## src/rtl/ov7670_config_seq.sv

```systemverilog
// OV7670 configuration sequencer: walks the config ROM from address 0,
// turns each {reg,data} entry into one SCCB write request, inserts a fixed
// delay on 16'hFFF0 and stops on 16'hFFFF or after entry 255.
module ov7670_config_seq #(
  parameter int DELAY_CYCLES = 500_000,
  parameter int DELAY_W      = 20
) (
  input  logic        clk,
  input  logic        rst_n,
  input  logic        start,
  output logic [7:0]  rom_addr,
  input  logic [15:0] rom_dout,
  output logic        sccb_valid,
  input  logic        sccb_ready,
  output logic [7:0]  sccb_reg,
  output logic [7:0]  sccb_data,
  output logic        busy,
  output logic        done
);

  typedef enum logic [2:0] {
    IDLE, FETCH, DECODE, SEND, DELAY, DONE
  } state_t;

  localparam logic [DELAY_W-1:0] CNT_LAST = DELAY_W'(DELAY_CYCLES - 1);

  state_t             state;
  logic [DELAY_W-1:0] cnt;
  logic               adv;

  // Current entry finished: write accepted, or last delay cycle reached.
  assign adv = ((state == SEND) && sccb_ready) ||
               ((state == DELAY) && (cnt == CNT_LAST));

  // Sequencer FSM with all outputs registered.
  always_ff @(posedge clk or negedge rst_n) begin
    if (!rst_n) begin
      state      <= IDLE;
      cnt        <= '0;
      rom_addr   <= 8'd0;
      sccb_valid <= 1'b0;
      sccb_reg   <= 8'd0;
      sccb_data  <= 8'd0;
      busy       <= 1'b0;
      done       <= 1'b0;
    end else begin
      case (state)
        IDLE, DONE: begin
          if (start) begin
            state    <= FETCH;
            rom_addr <= 8'd0;
            busy     <= 1'b1;
            done     <= 1'b0;
          end
        end
        FETCH: state <= DECODE;
        DECODE: begin
          if (rom_dout == 16'hFFFF) begin
            state <= DONE;
            busy  <= 1'b0;
            done  <= 1'b1;
          end else if (rom_dout == 16'hFFF0) begin
            state <= DELAY;
            cnt   <= '0;
          end else begin
            sccb_reg   <= rom_dout[15:8];
            sccb_data  <= rom_dout[7:0];
            sccb_valid <= 1'b1;
            state      <= SEND;
          end
        end
        SEND: begin
          if (sccb_ready) sccb_valid <= 1'b0;
        end
        DELAY: begin
          if (cnt != CNT_LAST) cnt <= cnt + 1'b1;
        end
        default: state <= IDLE;
      endcase

      // Move to the next entry; the ROM is capped at 256 entries, no wrap.
      if (adv) begin
        if (rom_addr == 8'hFF) begin
          state <= DONE;
          busy  <= 1'b0;
          done  <= 1'b1;
        end else begin
          rom_addr <= rom_addr + 8'd1;
          state    <= FETCH;
        end
      end
    end
  end

endmodule

```

## config.mk

```make
export PLATFORM = sky130hd
export DESIGN_NAME = ov7670_config_seq
export DESIGN_NICKNAME = d
export VERILOG_FILES = /design/src/rtl/ov7670_config_seq.sv
export SDC_FILE = /design/constraint.sdc
export NUM_CORES = 1
export LEC_CHECK = 0
export CAP_MARGIN = 5
export CORE_MARGIN = 4
export CORE_UTILIZATION = 25
export DETAILED_ROUTE_END_ITERATION = 8
export HOLD_SLACK_MARGIN = 0.03
export PLACE_DENSITY_LB_ADDON = 0.25
export REMOVE_ABC_BUFFERS = 1
export SLEW_MARGIN = 40
export SYNTH_ARGS = -nofsm -noshare
export SYNTH_HDL_FRONTEND = slang
export SYNTH_SLANG_ARGS = --single-unit
```

## constraint.sdc

```tcl
create_clock -name clk -period 2.3 [get_ports clk]
set_input_delay 0.23 -clock clk [delete_from_list [all_inputs] [get_ports clk]]
set_output_delay 0.23 -clock clk [all_outputs]
set_load 0.01 [all_outputs]
```

Word level (Yosys, flattened, before mapping)
Cells that the tools add are included.
{ "op_classes": {"addsub": 2, "eq_ne": 17, "muxes": 28, "bitwise": 2, "reduce_logical": 12} }
{ "op_table": {"columns": ["operator", "n"], "rows": [
  ["$mux 20", 3],
  ["$pmux 20 s2", 1],
  ["$eq 16x16->1 const B", 2],
  ["$mux 8", 4],
  ["$add 20x1->20 const B", 1],
  ["$eq 20x19->1 const B", 1],
  ["$ne 20x19->1 const B", 1],
  ["$mux 3", 5],
  ["$pmux 3 s4", 1],
  ["$mux 1", 11],
  ["$add 8x1->8 const B", 1],
  ["$eq 8x8->1 const B", 1],
  ["$ne 2x2->1 const B", 4],
  ["$reduce_and 4->1", 2],
  ["$eq 3x2->1 const B", 2],
  ["$eq 3x3->1 const B", 2],
  ["$pmux 1 s2", 3],
  ["$ne 2x1->1 const B", 2],
  ["$reduce_bool 2->1", 2],
  ["$reduce_or 2->1", 2],
  ["$eq 3x1->1 const B", 1],
  ["$logic_not 3->1", 1],
  ["$ne 3x3->1 const B", 1],
  ["$reduce_and 3->1", 1],
  ["4 further kinds", 6]
]} }
{ "totals": {"ff_bits": 50, "output_inout_bits": 27, "elab_cells": 69} }

Logic depth before layout (Yosys ltp)
Gate-level depths: netlist of run 1.
{ "depth": {"ltp_word": 5, "mapped_depth": 8, "ltp_nobuf": 6} }

Worst setup path before layout of run 1
Ideal clock, no wire load.
{ "synth_timing": {"kind": "reg-to-reg", "from": "register state[0]", "to": "register rom_addr[5]", "arrival_time_ns": 1.933, "t_required_ns": 2.220, "slack_ns": 0.287, "stages_incl_launch_ff": 8, "n_path_buf": 2, "cell_sequence": "dfrtp_1 > buf_2 > or3b_1 > buf_6 > nor3_2 > nand3_2 > a2111oi_2 > mux2i_1"} }
{ "synth_via": {"elab_chain_len": 5} }
{ "synth_lines": {"columns": ["element", "line", "text"], "rows": [
  ["start: declaration", "27", "state_t state;"],
  ["start signal: assignment", "38", "state <= IDLE;"],
  ["start signal: assignment", "50", "state <= FETCH;"],
  ["start signal: assignment", "56", "FETCH: state <= DECODE;"],
  ["$eq 3x3->1 / $logic_not 3->1 (equally long branches)", "47", "case (state)"],
  ["$reduce_or 2->1", "47", null],
  ["$mux 8", "47", null],
  ["$mux 8", "83", "if (rom_addr == 8'hFF) begin"],
  ["$mux 8 (*)", "82", "if (adv) begin"],
  ["end signal: assignment", "88", "rom_addr <= rom_addr + 8'd1;"],
  ["end: declaration", "11", "output logic [7:0] rom_addr,"]
]} }
Mark *: on every way between the ends. The rest lies on a longest branch, timed or not.
A chain may end at the register's enable or synchronous reset.

Final worst setup path of run 1
{ "layout_timing": {"from": "register state[2]", "to": "register rom_addr[5]"} }
The elaborated chain is that of the path after synthesis.

==> impl_metrics.ini, run 1 <==
[run_status]
status = finished clean

[setup_path]
cp-end-kind = flip-flop
crit_required_ps = 2530
crit_type = flip-flop to flip-flop
crit_path_start_kind = flip-flop
ff2ff_setup_slack_ps = 170
critical_path.max_fanout = 8
crit_start = state[2]
arrival_ps = 2360
r2r-start = state[2]

[finish]
nets = 345
largest_register = cnt
fillCellCount = 1104
final_cell_mix = dfrtp_1, clkdlybuf4s50_1, nand2_1, buf_4, mux2_2
drive_gt1_frac = 0.207
finalInstanceArea_sq_um = 3580
syn2layout_area_growth_pct = 34.3
final_common_cell = dfrtp_1
largest_reg_flops = 20
num_antenna_cells = 0
multi_input_area_sq_um = 1350
utilization = 0.345
final-seq-area_sq_um = 1250

[placement]
dp_hpwl_um = 4890
placed_cell_area_sq_um = 3430
gp_congestion = 0.781
pre_cts_slack_ps = -97.0
numPortBuffers = 46

[grt]
use_met2 = 0.164
grt_pass1_wl_um = 11300
grt_usage = 0.109
grt-ovfl-total = 0
grt_antenna_before_repair = 0
grtUsageMet3 = 0.0213
grt_pass1_vias = 2248
gr-max-usage-layer = met2
grt_max_degree = 29
use_met1 = 0.158

[timing]
post-route-min-period_ps = 2130
finalClockSkew_ps = 4.11
drv_slew = 0
setup_ws_ps = 168
tightest_slew_ps = 727
fin_crit_sh = 0.927
final-hold-violation-count = 0
finalSetupViolCount = 0
rsz0062_at_grt = no
fmax_mhz = 469
slew_headroom = 0.512

[power]
p_clk_frac = 0.194
power_leakage_nw = 1.44
power.density_nw_per_um2 = 1070
p_int_mw = 2.52
power.total_mw = 3.84
share_comb_of_total_power = 0.410
p_seq_frac = 0.396
ir_worst_vdd_uv = 569
power.switching_mw = 1.31
sw_frac_of_total = 0.342

[synthesis]
ys_ff_latch = 50
syn_inst = 254
synth.distinct_cells = 57
synth_top_area_cell = dfrtp_1
yosysWarningCount = 0
synth_edf_count = 0
yosysTopAreaCellShare = 0.469
synthFlopType = dfrtp_1
syn-cell-area_sq_um = 2670
synth_area_leaders = dfrtp_1, mux2_2, nand2_1
postSynthAreaPerCell_sq_um = 10.5
synth-async-reset-ratio = 1.00
yosysSeqAreaShare = 0.469

[floorplan]
coreArea_sq_um = 10400
die_x_um = 111
num_rows = 37
num_io_pins = 47
fp.dieH_um = 111
start_util = 0.257
dieArea_sq_um = 12400

[drt]
vias = 2252
wl_per_cell_um = 14.1
vias_per_cell = 4.90
drtAntennaViolNets = 0
finalWirelength_um = 6510
drc = 0
drtIter0Drc = 91
dr.pass1.iters = 4

[clock_tree]
post_cts_buffers = 0
clkLatencyLatePin_ps = 300
htreeDepth = 2
cts_buffers = 5
root_buffer = clkbuf_8
cts_sinks = 50
tritoncts = built
cts_buffer_depth = 2
clkTransAtPathRegs_ps = 100

[job]
drv_cap = 0

[worst_hold_path]
hp-class = primary input to asynchronous set/reset pin
power groups by stage:
stage	registers (mW)	logic, mW	clock network (mW)
2_1_floorplan	1.56	0.755	0
3_3_place_gp	1.53	1.55	0
3_5_place_dp	1.53	1.60	0
4_1_cts	1.52	1.60	0.775
5_1_grt	1.58	1.74	0.803
6_report	1.52	1.57	0.743
final timing paths:
kind / to / depth (start not counted)
min in group clk: sccb_data[3] / 1
hold / removal: cnt[18] / 2
max in group asynchronous: cnt[8] / 3
hold reg to reg: sccb_data[3] / 1
setup reg to reg: rom_addr[5] / 5
setup / recovery: rom_addr[5] / 5
critical path: stages (launching register included):
cell and delay [ps]:
dfrtp_1 540, or3b_1 430, nor3_2 160, nand3_2 200, a2111oi_2 490, mux2i_1 220
cells by family after synthesis:
kind of cell | after synthesis | share of synthesized area
buffers and inverters | 13 | 0.0263
AND/OR/NAND/NOR | 113 | 0.240
AO/OA/AOI/OAI | 48 | 0.145
adder cells (fa/ha/maj) | 2 | 0.00939
XOR/XNOR | 7 | 0.0230
flip-flops | 50 | 0.469
multiplexers | 21 | 0.0869
timing repair:
item	4_1_cts	5_1_grt
hold endpoints to repair	26	0
hold buffers	1	0
setup endpoints to repair	0	0
resized for setup	0	0
metrics by stage:
| stage | hold WS (ps) | cells | TNS, ps |
|---|---|---|---|
| global route | 530 | 460 | 0 |
| finish | 475 | 460 | 0 |
| floorplan | -65.6 | 244 | 0 |
| CTS | 489 | 460 | 0 |
| global placement | 287 | 450 | -1520 |
| detailed placement | 295 | 451 | -832 |
layer usage:
layer | part of all wire | wire [um]
met5 | 0 | 0
met3 | 0.042 | 274
met1 | 0.50 | 3230
met4 | 0.0094 | 61
met2 | 0.45 | 2940
Yosys cell counts, drive strengths merged, types with 3 or more instances:
master / number
dfrtp: 50
nand2: 28
mux2: 17
nand4: 16
nand3: 15
nor2: 12
nor4: 8
o21ai: 8
and3: 7
nor3: 7
a211o: 6
a21oi: 6
buf: 5
clkbuf: 5
xnor2: 5
a221o: 4
mux2i: 4
o211ai: 4
a22o: 3
inv: 3
nor2b: 3
or3: 3
or4: 3
cell type report:
class                      instances  area share
timing repair buffer              72       0.184
multi-input combinational        191       0.378
tap                              136      0.0475
sequential                        50       0.350
clock buffer                       5      0.0192
clock inverter                     3      0.0192
inverter                           3     0.00315
No activity file was read; power rests on OpenSTA's default activity.
==> run 2, diff against run 1 <==
--- a/config.mk
+++ b/config.mk
@@ -12,7 +12,7 @@
 export HOLD_SLACK_MARGIN = 0.03
 export PLACE_DENSITY_LB_ADDON = 0.25
 export REMOVE_ABC_BUFFERS = 1
-export SLEW_MARGIN = 40
+export SLEW_MARGIN = 20
 export SYNTH_ARGS = -nofsm -noshare
 export SYNTH_HDL_FRONTEND = slang
 export SYNTH_SLANG_ARGS = --single-unit
==> impl_metrics.ini, run 2 (synthesis gave the netlist of run 1 again) <==
[floorplan]
coreArea_sq_um = 10400
fp.dieH_um = 111
num_io_pins = 47
num_rows = 37
start_util = 0.257
dieArea_sq_um = 12400
die_x_um = 111

[drt]
drtAntennaViolNets = 0
finalWirelength_um = 6490
drc = 0
dr.pass1.iters = 4
wl_per_cell_um = 14.1
vias = 2280
vias_per_cell = 4.96
drtIter0Drc = 117

[clock_tree]
htreeDepth = 2
root_buffer = clkbuf_8
cts_sinks = 50
tritoncts = built
clkLatencyLatePin_ps = 310
cts_buffers = 5
clkTransAtPathRegs_ps = 100
cts_buffer_depth = 2
post_cts_buffers = 0

[setup_path]
crit_path_start_kind = flip-flop
crit_required_ps = 2540
crit_type = flip-flop to flip-flop
critical_path.max_fanout = 8
cp-end-kind = flip-flop
arrival_ps = 2360

[timing]
post-route-min-period_ps = 2120
finalClockSkew_ps = 8.57
fin_crit_sh = 0.921
fmax_mhz = 472
rsz0062_at_grt = no
slew_headroom = 0.590
final-hold-violation-count = 0
finalSetupViolCount = 0
tightest_slew_ps = 615
setup_ws_ps = 182
drv_slew = 0
finalSetupTns_ps = 0

[placement]
dp_hpwl_um = 4830
numPortBuffers = 46
pre_cts_slack_ps = -88.6
placed_cell_area_sq_um = 3420
gp_congestion = 0.781

[grt]
grt_usage = 0.107
grt-ovfl-total = 0
grt_antenna_before_repair = 0
grt_pass1_wl_um = 11100
grt_pass1_vias = 2220
grt_max_degree = 29

[job]
drv_cap = 0

[finish]
num_antenna_cells = 0
final_common_cell = dfrtp_1
largest_register = cnt
largest_reg_flops = 20
fillCellCount = 1076
drive_gt1_frac = 0.207
final_cell_mix = dfrtp_1, clkdlybuf4s50_1, nand2_1, buf_4, mux2_2
finalInstanceArea_sq_um = 3540
utilization = 0.341
syn2layout_area_growth_pct = 32.9
nets = 345

[power]
power.total_mw = 3.66
ir_worst_vdd_uv = 477
power.density_nw_per_um2 = 1030
power_leakage_nw = 1.42

[run_status]
status = finished clean

[worst_hold_path]
hp-class = primary input to asynchronous set/reset pin
run 2: cell count changes in the layout (fill, tap and decap cells not counted):
cell,change
bufinv_16,-2
clkbuf_8,+1
clkinv_4,-1
clkinvlp_4,+1
inv_6,+1
run 2: repair_timing:
action | 4_1_cts | 5_1_grt
hold endpoints to repair | 26 | 0
setup endpoints to repair | 0 | 0
gates resized for setup | 0 | 0
hold buffers | 1 | 0
run 2: worst paths after layout:
kind                       cells after the start          from  slack [ps]      endpoint
min reg2reg                                    1  sccb_data[3]         510  sccb_data[3]
max reg2reg                                    5      state[2]         180   rom_addr[5]
max                                            5      state[2]         180   rom_addr[5]
max in group asynchronous                      3         rst_n        1220        cnt[7]
min                                            2         rst_n         470   sccb_reg[7]
min in group clk                               1  sccb_data[3]         510  sccb_data[3]
run 2: metal layers:
metal	GRT usage	share of wire	vias up
met5	0	0	-
met2	0.164	0.46	42
met3	0.0229	0.032	4
li1	-	-	1113
met4	0.0316	0.012	0
met1	0.152	0.50	1121
run 2: area by class of cell:
type                       count  area (sq um)  share of cell area
timing repair buffer          72           657               0.186
clock buffer                   6          82.6              0.0233
multi-input combinational    191          1350               0.382
sequential                    50          1250               0.353
tap                          136           170              0.0481
clock inverter                 2          16.3             0.00459
inverter                       3          11.3             0.00318
run 2: report_power, final:
part	internal (mW)	total (mW)	switching (mW)
Sequential	1.19	1.52	0.327
Clock	0.249	0.567	0.319
Combinational	0.899	1.57	0.675
run 2: per-stage QoR:
stage / hold WS [ps] / instances
after floorplan: -65.6 / 244
after global routing: 540 / 460
after detailed placement: 291 / 450
final: 467 / 460
after CTS: 487 / 459
after global placement: 287 / 450
run 2: worst max-delay path, stage by stage (launching register included):
cell and delay, ps:
dfrtp_1 540, or3b_1 430, nor3_2 160, nand3_2 200, a2111oi_2 480, mux2i_1 220
